[src/rtl/muldiv_pkg.sv]
// muldiv_pkg -- shared types and constants for the iterative multiply/divide unit.
//
// Contents:
//   MULDIV_WIDTH    default operand width (HI and LO are each this wide)
//   muldiv_op_t     encoding of the 2-bit 'control' op select
//   muldiv_state_t  sequencer states of muldiv_unit
package muldiv_pkg;

  localparam int MULDIV_WIDTH = 32;

  typedef enum logic [1:0] {
    MULT  = 2'b00,
    MULTU = 2'b01,
    DIV   = 2'b10,
    DIVU  = 2'b11
  } muldiv_op_t;

  typedef enum logic [1:0] {
    IDLE   = 2'b00,
    RUN    = 2'b01,
    FINISH = 2'b10
  } muldiv_state_t;

endpackage

[src/rtl/muldiv_unit_div_step.sv]
// div_step -- one combinational restoring-divide step.
//
// The partial remainder is shifted left by one, pulling in the next dividend
// bit from the top of the quotient register. The divisor is then trial-subtracted.
// If the subtraction does not borrow, the difference is kept and a 1 is shifted
// into the quotient. Otherwise the shifted remainder is restored and a 0 is
// shifted in.
//
// Ports:
//   rem_in   [WIDTH]  partial remainder before the step
//   quo_in   [WIDTH]  quotient / remaining dividend bits before the step
//   divisor  [WIDTH]  unsigned divisor
//   rem_out  [WIDTH]  partial remainder after the step
//   quo_out  [WIDTH]  quotient / remaining dividend bits after the step
module div_step
  import muldiv_pkg::*;
#(
  parameter int WIDTH = MULDIV_WIDTH
) (
  input  logic [WIDTH-1:0] rem_in,
  input  logic [WIDTH-1:0] quo_in,
  input  logic [WIDTH-1:0] divisor,
  output logic [WIDTH-1:0] rem_out,
  output logic [WIDTH-1:0] quo_out
);

  logic [WIDTH:0] shifted;
  logic [WIDTH:0] diff;

  // rem_in < divisor holds on every step, so the shifted value is below
  // 2*divisor. Bit WIDTH of the difference is therefore exactly the borrow.
  // With a zero divisor the remainder only collects dividend bits and stays
  // below 2^WIDTH, so no borrow ever occurs.
  always_comb begin
    shifted = {rem_in, quo_in[WIDTH-1]};
    diff    = shifted - {1'b0, divisor};
    if (diff[WIDTH]) begin
      rem_out = shifted[WIDTH-1:0];
    end else begin
      rem_out = diff[WIDTH-1:0];
    end
    quo_out = {quo_in[WIDTH-2:0], ~diff[WIDTH]};
  end

endmodule

[src/rtl/muldiv_unit.sv]
// muldiv_unit -- iterative MULT/MULTU/DIV/DIVU unit writing the HI/LO pair.
//
// The unit computes on operand magnitudes. It performs WIDTH radix-2 steps and
// then applies the sign fix-up when it writes HI/LO. Multiply and divide share
// one 2*WIDTH accumulator:
//   multiply: {partial product high, multiplier shifting out}
//   divide:   {partial remainder,   dividend in / quotient out}
//
// Optional feature: when MULDIV_FAST_MUL_EN is defined, MULT/MULTU are produced
// by a single-cycle combinational multiplier and skip RUN.
//
// Ports:
//   clk       system clock, rising edge
//   rst_n     asynchronous active-low reset
//   start     request pulse, sampled only in IDLE
//   control   op select (muldiv_op_t)
//   src1      multiplicand / dividend
//   src2      multiplier / divisor
//   busy      operation in progress (registered)
//   done      one-cycle pulse when hi/lo are written (registered)
//   div_zero  sticky: the last completed op was a divide by zero
//   hi        upper product / remainder
//   lo        lower product / quotient
module muldiv_unit
  import muldiv_pkg::*;
#(
  parameter int WIDTH = MULDIV_WIDTH
) (
  input  logic             clk,
  input  logic             rst_n,
  input  logic             start,
  input  logic [1:0]       control,
  input  logic [WIDTH-1:0] src1,
  input  logic [WIDTH-1:0] src2,
  output logic             busy,
  output logic             done,
  output logic             div_zero,
  output logic [WIDTH-1:0] hi,
  output logic [WIDTH-1:0] lo
);

  localparam int CNT_W = $clog2(WIDTH);
  localparam logic [CNT_W-1:0] LAST_STEP = CNT_W'(WIDTH - 1);

  function automatic logic [WIDTH-1:0] cneg(input logic [WIDTH-1:0] v, input logic neg);
    return neg ? -v : v;
  endfunction

  function automatic logic [2*WIDTH-1:0] cneg_wide(input logic [2*WIDTH-1:0] v, input logic neg);
    return neg ? -v : v;
  endfunction

  muldiv_state_t      state, state_next;
  muldiv_op_t         op, op_in;
  logic               is_div, in_signed, a_neg, b_neg;
  logic [WIDTH-1:0]   a_abs, b_abs, opnd;
  logic               sign_lo, sign_hi, dz;
  logic [CNT_W-1:0]   cnt;
  logic [2*WIDTH-1:0] acc, mul_next, prod;
  logic [WIDTH:0]     mul_sum;
  logic [WIDTH-1:0]   rem_nx, quo_nx, hi_res, lo_res;

  // Operand capture: magnitudes plus the signs needed for the fix-up.
  always_comb begin
    op_in     = muldiv_op_t'(control);
    in_signed = (op_in == MULT) || (op_in == DIV);
    a_neg     = in_signed & src1[WIDTH-1];
    b_neg     = in_signed & src2[WIDTH-1];
    a_abs     = cneg(src1, a_neg);
    b_abs     = cneg(src2, b_neg);
    is_div    = (op == DIV) || (op == DIVU);
  end

  // Shift-add multiply step: the low bit of acc is the current multiplier bit.
  always_comb begin
    mul_sum  = {1'b0, acc[2*WIDTH-1:WIDTH]} + (acc[0] ? {1'b0, opnd} : '0);
    mul_next = {mul_sum, acc[WIDTH-1:1]};
  end

  div_step #(.WIDTH(WIDTH)) u_div_step (
    .rem_in  (acc[2*WIDTH-1:WIDTH]),
    .quo_in  (acc[WIDTH-1:0]),
    .divisor (opnd),
    .rem_out (rem_nx),
    .quo_out (quo_nx)
  );

  always_comb begin
    state_next = state;
    case (state)
      IDLE: begin
        if (start) begin
`ifdef MULDIV_FAST_MUL_EN
          state_next = control[1] ? RUN : FINISH;
`else
          state_next = RUN;
`endif
        end
      end
      RUN:     if (cnt == LAST_STEP) state_next = FINISH;
      FINISH:  state_next = IDLE;
      default: state_next = IDLE;
    endcase
  end

  // Sign fix-up. A divide by zero forces an all-ones quotient. Its remainder is
  // the dividend, recovered because the remainder collects every |src1| bit.
  always_comb begin
    prod = cneg_wide(acc, sign_lo);
    if (is_div) begin
      lo_res = dz ? '1 : cneg(acc[WIDTH-1:0], sign_lo);
      hi_res = cneg(acc[2*WIDTH-1:WIDTH], sign_hi);
    end else begin
      hi_res = prod[2*WIDTH-1:WIDTH];
      lo_res = prod[WIDTH-1:0];
    end
  end

  // Control and architectural outputs (reset).
  always_ff @(posedge clk or negedge rst_n) begin
    if (!rst_n) begin
      state    <= IDLE;
      busy     <= 1'b0;
      done     <= 1'b0;
      div_zero <= 1'b0;
      hi       <= '0;
      lo       <= '0;
    end else begin
      state <= state_next;
      busy  <= (state_next != IDLE);
      done  <= (state == FINISH);
      if (state == FINISH) begin
        hi       <= hi_res;
        lo       <= lo_res;
        div_zero <= dz;
      end
    end
  end

  // Datapath (no reset): only meaningful between a start and its FINISH.
  always_ff @(posedge clk) begin
    if (state == IDLE && start) begin
      op      <= op_in;
      sign_lo <= a_neg ^ b_neg;
      sign_hi <= a_neg;
      dz      <= control[1] && (src2 == '0);
      cnt     <= '0;
`ifdef MULDIV_FAST_MUL_EN
      if (!control[1]) begin
        acc  <= {{WIDTH{1'b0}}, a_abs} * {{WIDTH{1'b0}}, b_abs};
        opnd <= a_abs;
      end else begin
        acc  <= {{WIDTH{1'b0}}, a_abs};
        opnd <= b_abs;
      end
`else
      if (control[1]) begin
        acc  <= {{WIDTH{1'b0}}, a_abs};
        opnd <= b_abs;
      end else begin
        acc  <= {{WIDTH{1'b0}}, b_abs};
        opnd <= a_abs;
      end
`endif
    end else if (state == RUN) begin
      cnt <= cnt + CNT_W'(1);
      acc <= is_div ? {rem_nx, quo_nx} : mul_next;
    end
  end

endmodule

[config.mk]
export PLATFORM = sky130hd
export DESIGN_NAME = muldiv_unit
export DESIGN_NICKNAME = d
export VERILOG_FILES = /design/src/rtl/muldiv_pkg.sv /design/src/rtl/muldiv_unit_div_step.sv /design/src/rtl/muldiv_unit.sv
export SDC_FILE = /design/constraint.sdc
export NUM_CORES = 1
export LEC_CHECK = 0
export BUFFER_PORTS_ARGS = -buffer_cell sky130_fd_sc_hd__buf_2
export CORE_ASPECT_RATIO = 0.75
export CORE_MARGIN = 4
export CORE_UTILIZATION = 36
export DETAILED_ROUTE_END_ITERATION = 10
export HOLD_SLACK_MARGIN = 0.06
export PLACE_DENSITY = 0.65
export SYNTH_ARGS = -nofsm -noshare
export SYNTH_HDL_FRONTEND = slang
export SYNTH_SLANG_ARGS = --single-unit
[constraint.sdc]
create_clock -name clk -period 4.41 [get_ports clk]
set_clock_uncertainty 0.1 [all_clocks]
set_input_delay 0.2205 -clock clk [delete_from_list [all_inputs] [get_ports clk]]
set_output_delay 0.2205 -clock clk [all_outputs]
set_load 0.05 [all_outputs]
==> results_dict.tcl <==
set metrics [dict create \
    initial_utilization_pct 36.4 \
    drc 0 \
    htreeDepth 4 \
    nets 1900 \
    drt_pass1_iterations 6 \
    ioPinCount 136 \
    synth_edf_count 100 \
    antenna_found_initial 0 \
    setup_viol 0 \
    maxCapViolCount 0 \
    startpoint "acc[31]" \
    syn-num-nets 1773 \
    pre_cts_slack_ps 212 \
    post-route-period-util_pct 95.6 \
    min_path_cells 4 \
    multi_input_area_um2 8610 \
    wl_per_cell_um 19.7 \
    slowest_delay_ps 460 \
    status "finished, final reports clean" \
    finalHoldViolCount 0 \
    grt_remaining_overflow 0 \
    cts.clk_slew.worst_paths_ps 80 \
    crit_path_end_kind "flop" \
    ys_types 66 \
    grt_usage_pct 21.0 \
    seqCellArea_um2 4830 \
    io_buffers 135 \
    drive_gt1_share_pct 13.4 \
    syn_inst 1632 \
    worstMarginPinSlew_ps 1050 \
    grt_pass1_wl_um 69400 \
    min_to "busy" \
    async_reset_ff_share_pct 39.7 \
    viasPerCell 5.63 \
    worstSetupPathType "flop to flop" \
    fill_cells 3775 \
    antenna_left 0 \
    fin_crit_ps 4220 \
    cts_buffers 17 \
    hold_class "primary input to flop" \
    netlist_area_um2 13900 \
    die_y_um 178 \
    powerDensity_nw_per_um2 746 \
    design_area_um2 16000 \
    crit_path_cell_trace "inv_1 > ha_1 > fa_1 > nand2b_1 > a21oi_1 > o41ai_1 > a21oi_1 > a211oi_1 > nor2_1 > xor2_4 > buf_4 > mux2i_1 > nand2_1 > and3_1" \
    slew_headroom_pct 30.3 \
    syn2layout_area_growth_pct 14.6 \
    slowest_stage "edfxtp_1" \
    rsz0062_at_grt "false" \
    grt_max_degree 82 \
    rrSetupSlack_ps 190 \
    wirelength_um 45000 \
    fin_ws_ps 192 \
    rr_startpoint "acc[31]" \
    synth.avg_cell_area_um2 8.53 \
    grt_pass1_vias 12100 \
    final_cell_mix "nand2_1 (162), nor2_1 (160), a21oi_1 (149), o21ai_0 (147), buf_2 (134)" \
    cts_root_buffer "clkbuf_16" \
    total_power_mw 11.9 \
    clock-sinks 174 \
    hpwlAfterDp_um 34500 \
    numPlacedInstances 2248 \
    startpoint_type "flop" \
    cp.arrival_ps 4330 \
    cts.path.max_buffers 2 \
    antenna-diode-count 0 \
    reg2reg_depth 14 \
    yosys_warnings 0 \
    reg2reg_to "acc[35]" \
    hp-start "start" \
    final_common_cell "nand2_1" \
    seq_area_frac_synth_pct 34.7 \
    vias 12900 \
    cts_tree "done" \
    core_area_um2 38200 \
    insertion_delay_ps 470 \
    tns_ps 0 \
    crit_top_cell "a21oi_1" \
    ys_seq_elements 174 \
    gp_congestion 0.928 \
    rows 62 \
    dr.first_iter.drc_count 1510 \
    peakVddDrop_mv 0.387 \
    synth-main-ff-cell "edfxtp_1" \
    die_x_um 235 \
    die_area_um2 41900 \
    crit_required_ps 4520 \
    max_clock_freq_mhz 237 \
    p_leak_nw 6.88 \
    critPathMaxFanout 21 \
    drv_slew 0 \
    stdcell_count 2284 \
    placed_cell_area_um2 15300 \
]
worst max-delay path by stage:
stage and end:
2_1_floorplan acc[48], 3_3_place_gp acc[63], 3_5_place_dp acc[63], 4_1_cts acc[63], 5_1_grt acc[60], 6_report acc[35]
cells in the mapped netlist (23+ instances only):
cell type  count  area (um2)
ha_1          70         876
clkbuf_1      62         233
o21ai_0      147         736
dfrtp_1       69        1730
edfxtp_1     100        3000
nand3_1       23         115
inv_1         66         248
nor2_1       160         601
xnor2_1      109         955
nor3_1        34         170
xor2_1        68         596
a21oi_1      150         751
mux2i_1       94         941
nand2_1      162         608
power by group:
group / leakage, nW / switching (mW) / internal, mW
clock network: 0.278 / 0.733 / 0.845
registers: 1.99 / 0.780 / 2.54
logic: 4.61 / 4.34 / 2.66
total: 6.88 / 5.85 / 6.05
stage by stage:
stage,utilization [%],hold slack (ps)
after floorplan,-,-175
after global placement,40.1,158
after detailed placement,40.1,170
after CTS,41.7,89.3
after global routing,41.7,98.9
final,41.7,92.4
metal layers:
layer  track usage [%]  routed length [um]  vias to the layer above
met5                 0                   0                        -
met4              3.96                 525                        0
met3              3.97                3300                       36
met2              31.7               19500                      491
met1              31.6               21700                     6190
li1                  -                   -                     6133
worst max-delay path: cells and delay by family, from the launching register on:
kind	cells	cell delay [ps]
xor gates and xnor gates	1	350
AOI/OAI and AO/OA	4	910
buffers and inverters	2	520
and+or+nand+nor	4	780
adders and majority gates	2	640
muxes	1	220
DFF	1	460
registers in the layout (all words and copies together) (netlist names):
signal / cells
acc: 64
busy: 1
cnt: 5
div_zero: 1
done: 1
dz: 1
hi: 32
lo: 32
op: 1
opnd: 32
sign_hi: 1
sign_lo: 1
state: 2
repair_timing:
item	CTS	global route
setup buffers	0	0
hold endpoints to repair	29	0
setup endpoints to repair	0	1
gates resized for setup	0	3
hold buffers	4	0
cell families after synthesis:
logic type / count (synthesis) / synth area share, %
compound gates: 464 / 19.9
simple gates: 506 / 16.8
xor+xnor: 177 / 11.1
buf+inv: 142 / 3.85
mux: 97 / 7.00
flops: 174 / 34.7
fa+ha+maj: 72 / 6.58
layout make-up:
| cell class | count | share of cell area [%] |
|---|---|---|
| inverter | 67 | 1.59 |
| sequential | 174 | 30.3 |
| clock inverter | 14 | 0.980 |
| timing repair buffer | 183 | 6.57 |
| multi-input combinational | 1316 | 53.9 |
| tap | 512 | 4.01 |
| clock buffer | 18 | 2.69 |
Note: power is estimated with default switching activity, not from simulation.
